<file path="config.mk">
export PLATFORM = sky130hd
export DESIGN_NAME = board_ram_arbiter
export DESIGN_NICKNAME = d
export VERILOG_FILES = /design/src/rtl/tetris_pkg.sv /design/src/rtl/board_pixel_mapper.sv /design/src/rtl/board_ram_arbiter.sv
export SDC_FILE = /design/constraint.sdc
export NUM_CORES = 1
export LEC_CHECK = 0
export CAP_MARGIN = 10
export CORE_MARGIN = 3
export CORE_UTILIZATION = 53
export CTS_BUF_LIST = sky130_fd_sc_hd__clkbuf_2
export DETAILED_ROUTE_END_ITERATION = 10
export PLACE_DENSITY = 0.89
export SLEW_MARGIN = 10
export SYNTH_ARGS = -nofsm -noshare
export SYNTH_HDL_FRONTEND = slang
export SYNTH_SLANG_ARGS = --single-unit
</file>
<file path="constraint.sdc">
create_clock -name pixel_clk -period 3.47 [get_ports pixel_clk]
set_input_delay 0.8675 -clock pixel_clk [delete_from_list [all_inputs] [get_ports pixel_clk]]
set_output_delay 0.8675 -clock pixel_clk [all_outputs]
set_load 0.05 [all_outputs]
</file>
<file path="src/rtl/tetris_pkg.sv">
// Board geometry, colour encoding and arbiter state encoding shared by the
// board RAM arbiter, the pixel mapper and the sprite overlay.
package tetris_pkg;
  localparam int BOARD_COLS = 10;
  localparam int BOARD_ROWS = 20;
  localparam int CELL_PX    = 16;   // power of two; the index math shifts by CELL_SH
  localparam int BOARD_X0   = 240;
  localparam int BOARD_Y0   = 80;
  localparam int COLOR_W    = 3;
  localparam int ADDR_W     = 8;

  localparam int CELL_SH    = $clog2(CELL_PX);
  localparam int NUM_CELLS  = BOARD_COLS * BOARD_ROWS;

  localparam logic [COLOR_W-1:0] COLOR_EMPTY = '0;

  typedef enum logic {
    IDLE  = 1'b0,
    CLEAR = 1'b1
  } arb_state_e;
endpackage

</file>
<file path="src/rtl/board_pixel_mapper.sv">
// Combinational pixel -> board cell mapping: window test and row-major cell index.
module board_pixel_mapper
  import tetris_pkg::*;
(
  input  logic              disp_ena,
  input  logic [9:0]        column,
  input  logic [8:0]        row,
  output logic              in_board,
  output logic [ADDR_W-1:0] cell_idx
);
  // Index arithmetic runs two bits wider than the RAM address so the
  // intermediate product cannot wrap before the final truncation.
  localparam int IW = ADDR_W + 2;
  typedef logic [IW-1:0] idx_t;

  logic       in_x, in_y;
  logic [9:0] dx;
  logic [8:0] dy;
  idx_t       cx, cy, idx_w;

  // Window test plus cell coordinates from pixel offsets.
  always_comb begin
    in_x     = (column >= 10'(BOARD_X0)) && (column < 10'(BOARD_X0 + BOARD_COLS*CELL_PX));
    in_y     = (row >= 9'(BOARD_Y0)) && (row < 9'(BOARD_Y0 + BOARD_ROWS*CELL_PX));
    in_board = disp_ena && in_x && in_y;
    dx       = column - 10'(BOARD_X0);
    dy       = row - 9'(BOARD_Y0);
    cx       = idx_t'(dx >> CELL_SH);
    cy       = idx_t'(dy >> CELL_SH);
    idx_w    = cy * idx_t'(BOARD_COLS) + cx;
    cell_idx = idx_w[ADDR_W-1:0];
  end
endmodule

</file>
<file path="src/rtl/board_ram_arbiter.sv">
// Shares the single-port board RAM between display fetch (highest priority),
// the whole-board clear sequencer and game-logic cell writes, and returns the
// colour of the cell under the current pixel two cycles later.
module board_ram_arbiter
  import tetris_pkg::*;
(
  input  logic               pixel_clk,
  input  logic               reset_n,
  input  logic               disp_ena,
  input  logic [9:0]         column,
  input  logic [8:0]         row,
  input  logic               wr_req,
  input  logic [ADDR_W-1:0]  wr_addr,
  input  logic [COLOR_W-1:0] wr_data,
  output logic               wr_ack,
  input  logic               clr_req,
  output logic               clr_busy,
  output logic [ADDR_W-1:0]  ram_addr,
  output logic               ram_we,
  output logic [COLOR_W-1:0] ram_wdata,
  input  logic [COLOR_W-1:0] ram_rdata,
  output logic [COLOR_W-1:0] cell_color,
  output logic               cell_valid
);
  logic              in_board;
  logic [ADDR_W-1:0] disp_idx;

  arb_state_e         state, state_nx;
  logic [ADDR_W-1:0]  cnt, cnt_nx;
  logic [ADDR_W-1:0]  addr_nx;
  logic               we_nx, ack_nx;
  logic [COLOR_W-1:0] wdata_nx;
  logic [1:0]         vld_pipe;

  board_pixel_mapper u_map (
    .disp_ena (disp_ena),
    .column   (column),
    .row      (row),
    .in_board (in_board),
    .cell_idx (disp_idx)
  );

  assign clr_busy   = (state == CLEAR);
  assign cell_valid = vld_pipe[1];

  // Port arbitration: display owns the port inside the window; otherwise the
  // clear sequencer, then a pending game write. A clr_req cycle only (re)arms
  // the counter. wr_ack high means the requester still holds the old request
  // this cycle, so it is not granted again.
  always_comb begin
    state_nx = state;
    cnt_nx   = cnt;
    addr_nx  = ram_addr;
    wdata_nx = ram_wdata;
    we_nx    = 1'b0;
    ack_nx   = 1'b0;
    if (clr_req) begin
      state_nx = CLEAR;
      cnt_nx   = '0;
    end
    if (in_board) begin
      addr_nx = disp_idx;
    end else if (state == CLEAR && !clr_req) begin
      addr_nx  = cnt;
      wdata_nx = COLOR_EMPTY;
      we_nx    = 1'b1;
      cnt_nx   = cnt + ADDR_W'(1);
      if (cnt == ADDR_W'(NUM_CELLS - 1)) state_nx = IDLE;
    end else if (state == IDLE && !clr_req && wr_req && !wr_ack) begin
      addr_nx  = wr_addr;
      wdata_nx = wr_data;
      we_nx    = (wr_addr < ADDR_W'(NUM_CELLS));  // off-board writes are acked, then dropped
      ack_nx   = 1'b1;
    end
  end

  // FSM, clear counter and registered RAM port.
  always_ff @(posedge pixel_clk or negedge reset_n) begin
    if (!reset_n) begin
      state     <= IDLE;
      cnt       <= '0;
      ram_addr  <= '0;
      ram_we    <= 1'b0;
      ram_wdata <= '0;
      wr_ack    <= 1'b0;
    end else begin
      state     <= state_nx;
      cnt       <= cnt_nx;
      ram_addr  <= addr_nx;
      ram_we    <= we_nx;
      ram_wdata <= wdata_nx;
      wr_ack    <= ack_nx;
    end
  end

  // Fixed two-stage read pipeline, independent of what the port is doing.
  always_ff @(posedge pixel_clk or negedge reset_n) begin
    if (!reset_n) begin
      vld_pipe   <= '0;
      cell_color <= COLOR_EMPTY;
    end else begin
      vld_pipe   <= {vld_pipe[0], in_board};
      cell_color <= vld_pipe[0] ? ram_rdata : COLOR_EMPTY;
    end
  end
endmodule

</file>
==> results.cfg <==
[global_routing]
grt-ovfl-total = 0
grt-busiest-layer = met2
grt.total_usage_pct = 24.1
grt_max_degree = 37
antenna_found_initial = 0
met1_usage_pct = 32.1
use_met3_pct = 4.79
grt_pass1_wl_mm = 8.14
grt_util_met2_pct = 41.3
grt_pass1_vias = 1803

[yosys]
avgSynthCellArea_sq_um = 9.82
synth_compound_area_share_pct = 18.9
ys_async_sr_fraction_pct = 100
synthSimpleGateAreaFrac_pct = 16.7
synth_top_family_by_area = compound AO/OA/AOI/OAI gates
synth_cell_types = 48
netlist_area_sq_um = 1880
netlist_instances = 191
synth-edff-count = 0
synth-xor-area-share_pct = 5.94
synth_mux_area_share_pct = 4.80
ys_seq_area_share_pct = 36.0
yosysTopAreaCell = dfrtp_1
syn-num-nets = 247
ys_ff_latch = 27
ys_top_cells_by_area = dfrtp_1 (36%), ha_1 (11%), a21oi_1 (5.1%), mux2i_1 (4.8%), xor2_1 (2.8%)
synthAdderAreaFrac_pct = 12.8
yosysWarningCount = 0
synth_ff_type = dfrtp_1
synth_top_area_share_pct = 36.0

[clock_network]
clk_latency_ns = 0.37
cts_sinks = 27
cts_tree = done
cts.path.max_buffers = 2
clk_pin_slew_worst_paths_ns = 0.25
h-tree-depth = 1
cts_buffers = 3
cts_setup_buffers = 0
cts_root_buf = clkbuf_2

[power]
pwr-share-seq_pct = 38.5
ir_drop_mv = 0.269
p_comb_share_pct = 47.9
p_sw_w = 0.000329
clkPwrFrac_pct = 13.5
p_sw_share_pct = 36.7
leakagePower_nw = 1.17
power.density_nw_per_um2 = 344
p_int_w = 0.000568

[route]
wirelength_mm = 4.97
drt_iter0_markers = 217
postRouteAntennaNets = 0
wire_per_inst_microns = 16.4
drcViolationCount = 0
drt-pass1-iter-count = 6
via_count = 1760
avgViaCountPerCell = 5.81

[setup_path]
worstSetupPathType = primary input to flip-flop
path_max_fanout = 3
crit_required_ns = 3.75
worst_setup_path_start_kind = primary input
cp-end-kind = flip-flop
arrival_ns = 3.47

[sta]
rsz0062_at_grt = false
min_period_over_period_pct = 92.1
worst_pin_slew_ns = 0.510
hold_ws_ns = 0.454
slew_headroom_pct = 65.9
skew_ns = 0.00375
setup_viol = 0
period_needed_ns = 3.20
finalMaxSlewViolations = 0
timing.fmax_mhz = 313
postLayoutSetupSlackWorst_ns = 0.273
hold_violations = 0

[finish]
final_cell_mix = clkdlybuf4s50_1 (49), dfrtp_1 (27), a21oi_1 (18), buf_4 (18), ha_1 (14)
final_layout_size_suffix_gt1_share_pct = 13.1
final_cells = 303
final_common_cell = clkdlybuf4s50_1
final_net_count = 316
antenna_cells = 0
syn2layout_area_growth_pct = 39.0

[die]
io-pin-count = 56
rows = 20
die_area_sq_um = 4290
core_area_sq_um = 3200
start_util_pct = 58.6
die_width_microns = 65.5
dieHeight_microns = 65.5

[placed_design]
place_congestion = 0.895
dp.cells = 299
place.port_buffers = 51
preCtsSetupSlack_ns = -0.472
dp_hpwl_mm = 3.81

[run_status]
outcome = complete, no violations

[hold_path]
min_path_type = flip-flop to flip-flop

[run]
maxCapViolCount = 0
[area by class of cell]
type / instances / area (sq um)
Tap cell: 44 / 55.1
Sequential cell: 27 / 676
Inverter: 13 / 48.8
Timing Repair Buffer: 70 / 671
Multi-Input combinational cell: 145 / 1140
Clock inverter: 1 / 5.00
Clock buffer: 3 / 15.0
Fill cell: 223 / 596
[worst paths after layout]
path                                       to  slack [ns]        start  depth (start not counted)
max in group asynchronous              cnt[0]        2.40      reset_n                          2
worst max register to register    ram_addr[3]        1.64     clr_busy                          6
min in group asynchronous       cell_color[0]        0.82      reset_n                          2
worst min register to register    vld_pipe[1]        0.45  vld_pipe[0]                          0
worst max-delay path              ram_addr[7]        0.27       row[6]                         10
worst min-delay path              vld_pipe[1]        0.45  vld_pipe[0]                          0
[per-layer routing]
metal  wire [microns]  vias to the layer above
met1             2120                      848
met4               51                        0
li1                 -                      839
met2             2570                       66
met5                0                        -
met3              228                        7
[kinds of logic (layout without fill, tap and decap cells)]
kind of cell	Yosys count	count (layout)
AOI/OAI and AO/OA	53	53
xor gates and xnor gates	11	11
adders and majority gates	18	18
DFF	27	27
muxes	9	9
and+or+nand+nor	54	54
buffers and inverters	19	87
[Yosys cell counts, types with 2 or more instances]
cell type,instances
xor2_1,6
ha_1,16
o31ai_1,5
a21oi_1,19
fa_1,2
nand2_1,6
nor2b_1,4
a22o_1,3
nor2_1,8
inv_1,12
buf_6,2
a211oi_1,2
o21ai_1,10
nand3b_1,4
nand3_1,6
nor3_1,5
clkbuf_1,2
and2_1,3
dfrtp_1,27
or4_1,5
a21o_1,3
xnor2_1,4
nand2b_1,2
or3_1,3
mux2i_1,9
[worst max-delay path, stage by stage]
cell and delay, ns:
clkdlybuf4s50_1 0.48, o21ai_1 0.10, xor2_1 0.17, ha_1 0.31, ha_1 0.23, fa_1 0.49
ha_4 0.30, a21boi_1 0.25, o21a_1 0.15, o221ai_1 0.13
[flip-flops by register name, indices dropped and copies added, names as in the netlist]
register / cells
cnt: 8
ram_addr: 8
cell_color: 3
ram_wdata: 3
vld_pipe: 2
clr_busy: 1
ram_we: 1
wr_ack: 1
[per-stage QoR]
step / area, sq um / utilization, % / TNS, ns / power (W)
final: 2610 / 81.4 / 0 / 0.000897
after global routing: 2610 / 81.4 / 0 / 0.000948
after CTS: 2580 / 80.6 / 0 / 0.000876
after detailed placement: 2550 / 79.7 / -1.34 / 0.000751
after global placement: 2550 / 79.7 / -0.999 / 0.000733
after floorplan: 1880 / - / 0 / 0.000578
[power groups by stage]
| stage | registers (W) | clock network (W) | logic [W] |
|---|---|---|---|
| floorplan | 0.000399 | 0 | 0.000178 |
| global placement | 0.000350 | 0 | 0.000383 |
| detailed placement | 0.000351 | 0 | 0.000399 |
| CTS | 0.000346 | 0.000123 | 0.000408 |
| global route | 0.000348 | 0.000132 | 0.000469 |
| finish | 0.000346 | 0.000121 | 0.000430 |
[repair_timing]
item / in CTS / in global routing
endpoints found under the setup margin: 2 / 3
hold buffers: 0 / 0
pin swaps: 0 / 4
resized for setup: 3 / 6
(Power assumes the default switching activity.)
